$ cat src/rtl/noc_allocator_rr_if.sv
// noc_allocator_rr_if -- handshake/bus bundle for one switch-output allocator.
//   master : switch side; drives which_port, FLIT_in, VALID_in, busy_in
//   slave  : allocator; drives select, VALID_out, BWDAUX1_out, shift_ctl, timeout_err
interface noc_allocator_rr_if #(
  parameter int N_IN   = 6,
  parameter int FLIT_W = 80,
  parameter int PORT_W = 2
);
  logic [PORT_W-1:0]      which_port;
  logic [N_IN*FLIT_W-1:0] FLIT_in;
  logic [N_IN-1:0]        VALID_in;
  logic                   busy_in;
  logic [N_IN-1:0]        select;
  logic                   VALID_out;
  logic [N_IN-1:0]        BWDAUX1_out;
  logic                   shift_ctl;
  logic                   timeout_err;

  modport master (
    output which_port, FLIT_in, VALID_in, busy_in,
    input  select, VALID_out, BWDAUX1_out, shift_ctl, timeout_err
  );

  modport slave (
    input  which_port, FLIT_in, VALID_in, busy_in,
    output select, VALID_out, BWDAUX1_out, shift_ctl, timeout_err
  );
endinterface

$ cat src/rtl/noc_allocator_rr.sv
// noc_allocator_rr -- per-output allocator for an xpipes-style NoC switch.
// Grants the output to one head/single flit addressed to which_port, holds a
// lock for the owning input until its tail is accepted, and force-releases a
// lock whose owner has been idle for MAX_IDLE cycles (MAX_IDLE=0: no watchdog).
// Ports:
//   clk, rst  : clock, synchronous active-high reset
//   bus.slave : which_port/FLIT_in/VALID_in/busy_in in;
//               select/VALID_out/BWDAUX1_out/shift_ctl/timeout_err out
// Build option: define ALLOC_RROBIN_EN for round-robin arbitration; otherwise
// fixed priority (lowest requesting index wins) and no prio register.

// Per-input header decode.
module noc_alloc_lane_dec #(
  parameter int FTYPE_W  = 2,
  parameter int PORT_W   = 2,
  parameter int ENC_HEAD = 0,
  parameter int ENC_TAIL = 2,
  parameter int ENC_SING = 3
)(
  input  logic [FTYPE_W+PORT_W-1:0] hdr_i,
  input  logic                      valid_i,
  input  logic [PORT_W-1:0]         port_i,
  output logic                      req_o,
  output logic                      head_o,
  output logic                      tail_o
);
  logic [FTYPE_W-1:0] ftype;
  logic               is_sing, to_me;

  assign ftype   = hdr_i[FTYPE_W-1:0];
  assign to_me   = hdr_i[FTYPE_W +: PORT_W] == port_i;
  assign is_sing = ftype == FTYPE_W'(ENC_SING);
  assign head_o  = valid_i & (ftype == FTYPE_W'(ENC_HEAD));
  assign tail_o  = valid_i & (ftype == FTYPE_W'(ENC_TAIL));
  assign req_o   = (head_o | (valid_i & is_sing)) & to_me;
endmodule

module noc_allocator_rr #(
  parameter int N_IN     = 6,
  parameter int FLIT_W   = 80,
  parameter int FTYPE_W  = 2,
  parameter int PORT_W   = 2,
  parameter int ENC_HEAD = 0,
  parameter int ENC_PAYL = 1,
  parameter int ENC_TAIL = 2,
  parameter int ENC_SING = 3,
  parameter int MAX_IDLE = 64
)(
  input logic               clk,
  input logic               rst,
  noc_allocator_rr_if.slave bus
);
  localparam logic [N_IN-1:0] LSB   = N_IN'(1);
  localparam int              HDR_W = FTYPE_W + PORT_W;
  // Payload flits need no decode: anything not head/tail/single is body.
  localparam int              unused_enc_payl = ENC_PAYL;

  logic [N_IN-1:0] vld, request, head, tail, owned;
  logic [N_IN-1:0] want, accept, pick, grant_raw, grant;
  logic [N_IN-1:0] lock_q, lock_d;
  logic            avail, wd_fire;
  logic            unused_flit;

  // Only the header field of each flit matters here.
  assign unused_flit = ^bus.FLIT_in;

  // Reset masks all inputs so every output reads zero while rst is high.
  assign vld = bus.VALID_in & {N_IN{~rst}};

  for (genvar i = 0; i < N_IN; i++) begin : g_lane
    noc_alloc_lane_dec #(
      .FTYPE_W(FTYPE_W), .PORT_W(PORT_W),
      .ENC_HEAD(ENC_HEAD), .ENC_TAIL(ENC_TAIL), .ENC_SING(ENC_SING)
    ) u_dec (
      .hdr_i  (bus.FLIT_in[i*FLIT_W +: HDR_W]),
      .valid_i(vld[i]),
      .port_i (bus.which_port),
      .req_o  (request[i]),
      .head_o (head[i]),
      .tail_o (tail[i])
    );
  end

  assign owned = lock_q & vld;
  assign avail = ~rst & ~bus.busy_in & ~|lock_q;

`ifdef ALLOC_RROBIN_EN
  logic [N_IN-1:0] prio_q, prio_d, upper;

  // Requesters at or above the pointer take precedence; else wrap to bit 0.
  assign upper  = request & ~(prio_q - LSB);
  assign pick   = (|upper) ? upper : request;
  assign prio_d = (|grant) ? {grant[N_IN-2:0], grant[N_IN-1]} : prio_q;

  always_ff @(posedge clk) begin
    if (rst) prio_q <= LSB;
    else     prio_q <= prio_d;
  end
`else
  assign pick = request;
`endif

  // Isolate lowest set bit of the candidate set.
  assign grant_raw = pick & (~pick + LSB);
  assign grant     = grant_raw & {N_IN{avail}};

  assign want   = (request | lock_q) & vld;
  assign accept = want & (grant | lock_q) & {N_IN{~bus.busy_in}};

  assign bus.select      = grant | owned;
  assign bus.VALID_out   = (|owned) | (~|lock_q & |request);
  assign bus.BWDAUX1_out = want & ~accept;
  assign bus.shift_ctl   = |grant;
  assign bus.timeout_err = wd_fire;

  // Single flits are granted but never lock; watchdog release wins over all.
  assign lock_d = wd_fire ? '0 : ((grant & head) | (lock_q & ~(tail & accept)));

  always_ff @(posedge clk) begin
    if (rst) lock_q <= '0;
    else     lock_q <= lock_d;
  end

  if (MAX_IDLE > 0) begin : g_wd
    localparam int CNT_W = $clog2(MAX_IDLE + 1);
    logic [CNT_W-1:0] idle_cnt_q, idle_cnt_d;
    logic             idle;

    // Idle = locked but the owner presents no flit; busy stalls don't count.
    assign idle       = ~rst & (|lock_q) & ~|owned;
    assign wd_fire    = idle & (idle_cnt_q == CNT_W'(MAX_IDLE - 1));
    assign idle_cnt_d = (idle & ~wd_fire) ? idle_cnt_q + CNT_W'(1) : '0;

    always_ff @(posedge clk) begin
      if (rst) idle_cnt_q <= '0;
      else     idle_cnt_q <= idle_cnt_d;
    end
  end else begin : g_no_wd
    assign wd_fire = 1'b0;
  end
endmodule

$ cat src/flat_wrapper.sv
// flat-port wrapper written by rule: the top's interface ports become plain ports
module noc_allocator_rr_flat 
#(
  parameter int N_IN     = 6,
  parameter int FLIT_W   = 80,
  parameter int FTYPE_W  = 2,
  parameter int PORT_W   = 2,
  parameter int ENC_HEAD = 0,
  parameter int ENC_PAYL = 1,
  parameter int ENC_TAIL = 2,
  parameter int ENC_SING = 3,
  parameter int MAX_IDLE = 64
)
  (clk, rst, bus_which_port, bus_FLIT_in, bus_VALID_in, bus_busy_in, bus_select, bus_VALID_out, bus_BWDAUX1_out, bus_shift_ctl, bus_timeout_err);
  noc_allocator_rr_if #(.N_IN(N_IN), .FLIT_W(FLIT_W), .PORT_W(PORT_W)) bus_i ();
  input logic clk;
  input logic rst;
  input wire logic [$bits(bus_i.which_port)-1:0] bus_which_port;
  input wire logic [$bits(bus_i.FLIT_in)-1:0] bus_FLIT_in;
  input wire logic [$bits(bus_i.VALID_in)-1:0] bus_VALID_in;
  input wire logic [$bits(bus_i.busy_in)-1:0] bus_busy_in;
  output wire logic [$bits(bus_i.select)-1:0] bus_select;
  output wire logic [$bits(bus_i.VALID_out)-1:0] bus_VALID_out;
  output wire logic [$bits(bus_i.BWDAUX1_out)-1:0] bus_BWDAUX1_out;
  output wire logic [$bits(bus_i.shift_ctl)-1:0] bus_shift_ctl;
  output wire logic [$bits(bus_i.timeout_err)-1:0] bus_timeout_err;
  assign bus_i.which_port = bus_which_port;
  assign bus_i.FLIT_in = bus_FLIT_in;
  assign bus_i.VALID_in = bus_VALID_in;
  assign bus_i.busy_in = bus_busy_in;
  assign bus_select = bus_i.select;
  assign bus_VALID_out = bus_i.VALID_out;
  assign bus_BWDAUX1_out = bus_i.BWDAUX1_out;
  assign bus_shift_ctl = bus_i.shift_ctl;
  assign bus_timeout_err = bus_i.timeout_err;
  noc_allocator_rr #(.N_IN(N_IN), .FLIT_W(FLIT_W), .FTYPE_W(FTYPE_W), .PORT_W(PORT_W), .ENC_HEAD(ENC_HEAD), .ENC_PAYL(ENC_PAYL), .ENC_TAIL(ENC_TAIL), .ENC_SING(ENC_SING), .MAX_IDLE(MAX_IDLE)) u_core (.clk(clk), .rst(rst), .bus(bus_i));
endmodule
$ cat config.mk
export PLATFORM = sky130hd
export DESIGN_NAME = noc_allocator_rr_flat
export DESIGN_NICKNAME = d
export VERILOG_FILES = /design/src/rtl/noc_allocator_rr_if.sv /design/src/rtl/noc_allocator_rr.sv /design/src/flat_wrapper.sv
export SDC_FILE = /design/constraint.sdc
export NUM_CORES = 1
export LEC_CHECK = 0
export BUFFER_PORTS_ARGS = -buffer_cell sky130_fd_sc_hd__buf_2
export CAP_MARGIN = 20
export CORE_AREA = 10 10 190 192
export CTS_CLUSTER_SIZE = 28
export DETAILED_ROUTE_END_ITERATION = 10
export DIE_AREA = 0 0 200 202
export SLEW_MARGIN = 0
export SYNTH_ARGS = -nofsm -noshare
export SYNTH_HDL_FRONTEND = slang
export SYNTH_SLANG_ARGS = --single-unit
$ cat constraint.sdc
create_clock -name clk -period 2 [get_ports clk]
set_input_delay 0.3 -clock clk [delete_from_list [all_inputs] [get_ports clk]]
set_output_delay 0.3 -clock clk [all_outputs]
set_load 0.02 [all_outputs]
Word-level counts from Yosys, hierarchy flattened. Index checks and enable logic that the tools add are counted. W data, S select, Z words.

Memory bits (read-only): 0. Output and inout port bits: 15. Memories: 0. Memory bits (writable): 0. Bits in latches: 0. Bits of input ports: 491. Register bits: 13. Word-level logic and storage cells: 97.

Bitwise operators: 60. Div/mod/pow operators: 0. $lt $le $gt $ge: 0. Add/sub/neg operators: 2. Reduce and logical (&&, ||, !) cells: 14. Muxes and demuxes: 0. Equal/unequal tests: 19. Shift-type cells: 0. $mul: 0.

Operators by type and width (count): $and A6 B6 Y6 (11); $and A1 B1 Y1 (31); $eq A2 B2 Y1 const B (12); $or A6 B6 Y6 (4); $reduce_or A6 Y1 (4); $not A6 Y6 (3); $eq A2 B2 Y1 (6); $logic_not A2 Y1 (6); $add A7 B1 Y7 const B (1); $eq A7 B6 Y1 const B (1); $or A1 B1 Y1 (7); $add A6 B1 Y6 const B (1); $not A1 Y1 (4); $reduce_or A2 Y1 (2); $logic_not A1 Y1 (2).

Logic depth before layout (Yosys ltp). Gate-level depths: netlist (run 1).

Word-level depth: 16. Mapped depth: 7. Depth with buffers taken out: 5.

By module. From an unflattened synthesis (run 1), not the netlist that was laid out.

Cells, all modules: 143. Area total of the unflattened synthesis: 1179.9 um^2.

By module, submodules not included: noc_allocator_rr (cells each 107, times used 1, area each 864.6 um^2, seq. area each 260.2 um^2); noc_alloc_lane_dec (cells each 6, times used 6, area each 52.6 um^2, seq. area each 0.0 um^2).

Worst setup path before layout (run 1). No wires, ideal clock.

Path kind: register to output. Start point: reg u_core.lock_q[0]. End point: out bus_select[4]. Data required time: 1.700 ns. Path slack: -0.325 ns. Arrival: 2.025 ns. Cell stages (with the launch flop): 6. Path buffers: 0. Path through: dfxtp_1 -> or4_4 -> nand2b_4 -> nor4_4 -> nand2_1 -> o21ai_0.

Longest elaborated chain between the ends: 5.

RTL lines: start, declared (line noc_allocator_rr.sv:60) `logic [N_IN-1:0] lock_q, lock_d;`; start signal, assigned (line noc_allocator_rr.sv:121) `else lock_q <= lock_d;`; $reduce_or A6 Y1 (line noc_allocator_rr.sv:85) `assign avail = ~rst & ~bus.busy_in & ~|lock_q;`; $logic_not A1 Y1 (line noc_allocator_rr.sv:85); $and A1 B1 Y1 (line noc_allocator_rr.sv:85); $and A6 B6 Y6 (line noc_allocator_rr.sv:105) `assign grant = grant_raw & {N_IN{avail}};`; $or A6 B6 Y6 (line noc_allocator_rr.sv:110) `assign bus.select = grant | owned;`; end, declared (line flat_wrapper.sv:22) `output wire logic [$bits(bus_i.select)-1:0] bus_select;`.

No other way between the ends.

Worst setup path after layout (run 1).
Start point: reg u_core.lock_q[0]. End point: out bus_select[5].

The elaborated chain is that of the path after synthesis.

==> run_results.csv, run 1 <==
group,metric,value,unit
global_routing,grt-busiest-layer,"met1",
routing,drc,0,
clock_tree,clock-root-buffer,"clkbuf_16",
global_routing,antenna_found_initial,6,
yosys,synth_ff_type,"dfxtp_1",
global_routing,overflow,0,
global_routing,track_usage,3.38,%
yosys,synth.area.top_cells,"dfxtp_1 (22%), xnor2_1 (10%), xor2_1 (5.9%)",
worst_setup_path,r2r_start,"u_core.lock_q[0]",
timing,finalWorstSetupSlack,-0.341,ns
clock_tree,htree_levels,1,
run_status,status,"finished with violations",
clock_tree,insertion_delay,0.24,ns
worst_setup_path,cp-end-kind,"output pin",
clock_tree,cts_tree,"done",
pwr,leakage,0.921,nW
yosys,synthArstFlopShare,0,%
run_status,violations,"negative setup slack",
timing,grt_setup_unrepaired,"true",
routing,wl_per_cell,10.0,µm
clock_tree,clkTransAtPathRegs,0.05,ns
timing,tightest_slew,0.312,ns
worst_setup_path,crit_buf_inv,2,
global_routing,use_met1,4.91,%
global_routing,grt_max_degree,10,
yosys,synth_commonest_cells,"nor2_1 (17), xnor2_1 (14), dfxtp_1 (13), nand2_1 (13), a21oi_1 (9)",
global_routing,grt_first_pass_wirelength,9.94,mm
yosys,syn-num-nets,648,
global_routing,use_met3,1.59,%
floorplan,coreArea,32300,µm²
floorplan,initial_core_util,3.70,%
worst_setup_path,worstSetupPathType,"reg2out",
floorplan,die_w,200,µm
timing,hold_violations,0,
yosys,synth_edf_count,0,
timing,finalSetupViolCount,15,
timing,period_share,117,%
routing,drt_first_pass_iters,4,
global_routing,use_met2,4.36,%
final_layout,nNetsFinal,744,
routing,antenna_left,0,
yosys,synth.cell_area,1190,µm²
yosys,ys_warn_count,0,
timing,fin_skew,0.00525,ns
clock_tree,clock_sinks,13,
floorplan,die_h,202,µm
worst_setup_path,crit_fanout,6,
worst_setup_path,worst_setup_path_start_kind,"flop",
min_path,hold_class,"in2reg",
yosys,post-synth-top-count-cell,"nor2_1",
routing,route.vias.total,1534,
final_layout,final_layout_size_suffix_gt1_share,53.0,%
clock_tree,cts_made_buffers,3,
worst_setup_path,path_delay_family,"simple AND/OR/NAND/NOR gates",
pwr,p_total,0.920,mW
yosys,netlist_instances,156,
worst_setup_path,cp_cell_sequence,"or4_4 > nand2b_4 > nor4_4 > buf_4 > a2bb2o_2 > buf_4",
timing,timing.setup.tns,-3.18,ns
floorplan,pin_count,506,
yosys,synth_top_area_share,21.8,%
worst_setup_path,cpPeakStageDelay,0.54,ns
routing,drtIter0Drc,82,
global_routing,grt_pass1_vias,1491,
timing,slew_headroom,79.1,%
placement,routabilityCongestion,0.834,
routing,wirelength,6.95,mm
floorplan,die_area,40400,µm²
worst_setup_path,cpMaxStageDelayCell,"or4_4",
min_path,hold_start,"bus_FLIT_in[321]",
timing,fmax,0.427,GHz
pwr,ir_drop,214,µV
worst_setup_path,critPathArrivalTime,2.04,ns
worst_setup_path,critPathMostFrequentCell,"buf_4",
yosys,yosysSeqAreaShare,21.8,%
yosys,post_synth.cell_area_avg,7.66,µm²
placement,hpwl,6.12,mm
timing,min_period,2.34,ns
placement,port_buffers,49,
routing,viasPerCell,2.21,
timing,slew_viol_final,0,
clock_tree,clock_path_buffers,2,
worst_setup_path,crit_start,"u_core.lock_q[0]",
yosys,ys_seq_elements,13,
pwr,p_per_area,352,nW/µm²
yosys,yosys.area.top_type,"dfxtp_1",
floorplan,rows,66,
final_layout,area_growth,119,%
flow_run,drv_cap,0,
worst_setup_path,required,1.70,ns
yosys,yosysUniqueCellTypes,43,
[per-layer routing]
layer / vias up / wire length (µm)
met5: - / 11
met4: 2 / 43
met3: 6 / 802
met2: 69 / 2640
met1: 698 / 3450
li1: 759 / -
[where the power goes]
part	total (mW)	switching, mW	internal (mW)
clock	0.379	0.110	0.269
combinational	0.280	0.146	0.135
sequential	0.260	0.000147	0.260
[cells by family (layout without fill, tap and decap cells)]
kind of cell,Yosys count,after routing,synth area share [%]
and+or+nand+nor,71,71,35.3
AOI/OAI and AO/OA,37,37,21.7
xor gates and xnor gates,22,22,16.1
DFF,13,13,21.8
buffers and inverters,12,107,4.08
adders and majority gates,1,1,1.05
other,0,1,0
[layout by cell type, fill, tap and decap left out, types with 5 or more instances in the layout]
cell type and instances:
buf_4 49, buf_2 36, xnor2_1 14, nor2_1 14, dfxtp_1 12, nand2_1 11
buf_6 11, nand4_1 8, a21oi_1 8, xor2_1 7, inv_1 7, nor2b_1 5
[state kept, by name, summed over array words and instances (netlist names)]
register                cells
u_core.g_wd.idle_cnt_q      7
u_core.lock_q               6
[final cells by class]
type                       count  area (µm²)
timing repair buffer          96         672
multi-input combinational    131        1020
inverter                       7        26.3
sequential                    13         262
tap                          442         553
fill                        3790       29700
clock buffer                   4        78.8
antenna                        1        2.50
[stage by stage]
step | cell area [µm²] | worst slack (ns) | utilization [%] | hold slack [ns] | instances
after floorplan | 1260 | -0.102 | - | 0.391 | 156
after CTS | 2560 | -0.327 | 7.92 | 0.284 | 691
after global routing | 2610 | -0.464 | 8.09 | 0.302 | 693
final | 2620 | -0.341 | 8.10 | 0.293 | 694
after global placement | 2320 | -0.281 | 7.18 | 0.429 | 682
after detailed placement | 2320 | -0.287 | 7.18 | 0.440 | 682
[timing repair]
item	in CTS	in global routing
setup buffers	5	2
hold buffers	0	0
hold endpoints to repair	0	0
pin swaps	9	5
setup endpoints to repair	15	20
gates resized for setup	35	10
[final timing paths]
kind / depth (start not counted) / slack [ns] / end
worst min-delay path: 2 / 0.29 / u_core.lock_q[4]
worst min register to register: 1 / 0.45 / u_core.g_wd.idle_cnt_q[0]
worst max register to register: 7 / -0.01 / u_core.lock_q[0]
worst max-delay path: 6 / -0.34 / bus_select[5]
No activity file was read; power rests on OpenSTA's default activity.
==> run 2: changes to the inputs <==
Settings changed: CORE_AREA 10 10 190 192 to 10 10 188 190, DIE_AREA 0 0 200 202 to 0 0 198 200.
Clock period 2 ns to 2.3 ns, I/O delays scaled along.
==> run_results.csv, run 2 (synthesis gave the netlist of run 1 again) <==
group,metric,value,unit
final_layout,mostFrequentLayoutCell,"buf_2",
routing,wl_per_cell,11.1,µm
clock_tree,cts_made_buffers,3,
timing,period_share,101,%
clock_tree,hold_buffers,0,
final_layout,largestRegisters,"u_core.g_wd.idle_cnt_q (7), u_core.lock_q (6)",
global_routing,grt_pass1_vias,1422,
pwr,leakage,0.810,nW
timing,finalWorstSetupSlack,-0.0271,ns
clock_tree,clock_sinks,13,
placement,routabilityCongestion,0.761,
final_layout,nNetsFinal,725,
worst_setup_path,crit_start,"u_core.lock_q[1]",
clock_tree,htree_levels,1,
clock_tree,clock-root-buffer,"clkbuf_16",
placement,dpl-instance-area,2110,µm²
final_layout,finalInstanceArea,2350,µm²
final_layout,area_growth,97.0,%
timing,fin_skew,0.00442,ns
timing,grt_setup_unrepaired,"true",
clock_tree,insertion_delay,0.24,ns
flow_run,drv_cap,0,
clock_tree,cts_tree,"done",
timing,min_period,2.33,ns
floorplan,die_w,198,µm
routing,viasPerCell,2.33,
timing,whs,0.314,ns
worst_setup_path,critPathCapture,"bus_BWDAUX1_out[4]",
routing,drtIter0Drc,96,
worst_setup_path,worstSetupPathType,"reg2out",
global_routing,grt_first_pass_wirelength,9.73,mm
floorplan,rows,65,
routing,drc,0,
routing,antenna_left,0,
global_routing,overflow,0,
floorplan,coreArea,31400,µm²
global_routing,antenna_found_initial,11,
worst_setup_path,r2r_slack,0.32,ns
worst_setup_path,r2r-end,"u_core.lock_q[1]",
timing,finalSetupViolCount,2,
timing,hold_violations,0,
final_layout,fin_util,7.50,%
run_status,status,"finished with violations",
routing,route.vias.total,1485,
timing,slew_headroom,75.2,%
timing,fmax,0.430,GHz
run_status,violations,"negative setup slack",
timing,slew_viol_final,0,
worst_setup_path,worst_setup_path_start_kind,"flop",
pwr,p_per_area,324,nW/µm²
floorplan,die_h,200,µm
final_layout,fillers,3702,
placement,hpwl,6.35,mm
final_layout,final_layout_size_suffix_gt1_share,46.6,%
final_layout,top_register,"u_core.g_wd.idle_cnt_q",
worst_setup_path,cp-end-kind,"output pin",
worst_setup_path,r2r_start,"u_core.lock_q[1]",
pwr,p_total,0.762,mW
routing,wirelength,7.11,mm
timing,tightest_slew,0.368,ns
floorplan,initial_core_util,3.81,%
clock_tree,clock_path_buffers,2,
worst_setup_path,crit_fanout,6,
worst_setup_path,required,1.96,ns
min_path,hold_class,"in2reg",
routing,drt_first_pass_iters,6,
global_routing,track_usage,3.45,%
floorplan,die_area,39600,µm²
floorplan,pin_count,506,
worst_setup_path,critPathArrivalTime,1.98,ns
pwr,ir_drop,227,µV
worst_setup_path,r2r_cells,6,
placement,port_buffers,49,
clock_tree,clkTransAtPathRegs,0.05,ns
final_layout,final_cell_mix,"buf_2 (38), buf_4 (32), nor2_1 (15)",
final_layout,largest_reg_flops,7,
global_routing,grt_max_degree,10,
run 2: cell types whose count changed in the layout (fill, tap and decap cells not counted), sizes merged:
cell | previous run | this run
buf | 96 | 76
diode | 1 | 4
clkbuf | 4 | 5
run 2: power by group:
group	switching, mW	internal (mW)
Clock	0.0926	0.234
Combinational	0.114	0.0955
Sequential	0.000165	0.226
run 2: layout make-up:
cell class | instances | area [µm²] | share of cell area (%)
Multi-Input combinational cell | 131 | 967 | 41.1
Inverter | 7 | 26.3 | 1.12
Tap cell | 402 | 503 | 21.4
Antenna cell | 4 | 10.0 | 0.425
Clock buffer | 4 | 78.8 | 3.35
Timing Repair Buffer | 77 | 505 | 21.5
Sequential cell | 13 | 263 | 11.2
run 2: worst min path at each step:
| stage | startpoint | to | slack, ns | cells after the start |
|---|---|---|---|---|
| floorplan | u_core.g_wd.idle_cnt_q[0] | u_core.g_wd.idle_cnt_q[0] | 0.42 | 1 |
| global placement | u_core.g_wd.idle_cnt_q[0] | u_core.g_wd.idle_cnt_q[0] | 0.43 | 1 |
| detailed placement | u_core.g_wd.idle_cnt_q[0] | u_core.g_wd.idle_cnt_q[0] | 0.45 | 1 |
| CTS | bus_FLIT_in[1] | u_core.lock_q[0] | 0.31 | 2 |
| global route | bus_FLIT_in[1] | u_core.lock_q[0] | 0.34 | 2 |
| finish | bus_FLIT_in[1] | u_core.lock_q[0] | 0.31 | 2 |
run 2: repair_timing:
| item | in CTS | in global routing |
|---|---|---|
| endpoints found under the setup margin | 12 | 13 |
| resized for setup | 25 | 14 |
| setup buffers | 5 | 0 |
| pin swaps | 4 | 2 |
run 2: stage by stage:
step / worst slack (ns) / setup TNS, ns / cells
2_1_floorplan: 0.0561 / 0 / 156
3_3_place_gp: -0.218 / -0.736 / 626
3_5_place_dp: -0.241 / -0.784 / 626
4_1_cts: -0.0485 / -0.0982 / 634
5_1_grt: -0.112 / -0.623 / 635
6_report: -0.0271 / -0.0516 / 638
run 2: worst max-delay path, cell delays in order (launching register included):
cell,delay (ns)
dfxtp_2,0.32
or4_4,0.53
nand2b_4,0.17
nor4_4,0.22
buf_6,0.16
nand2_4,0.05
a21o_1,0.16
buf_6,0.13
run 2: layer usage:
metal	GRT usage (%)	share of wire (%)
met1	4.25	44
met2	4.92	40
met3	2.63	14
met4	0.0569	0.42
met5	0	1.1
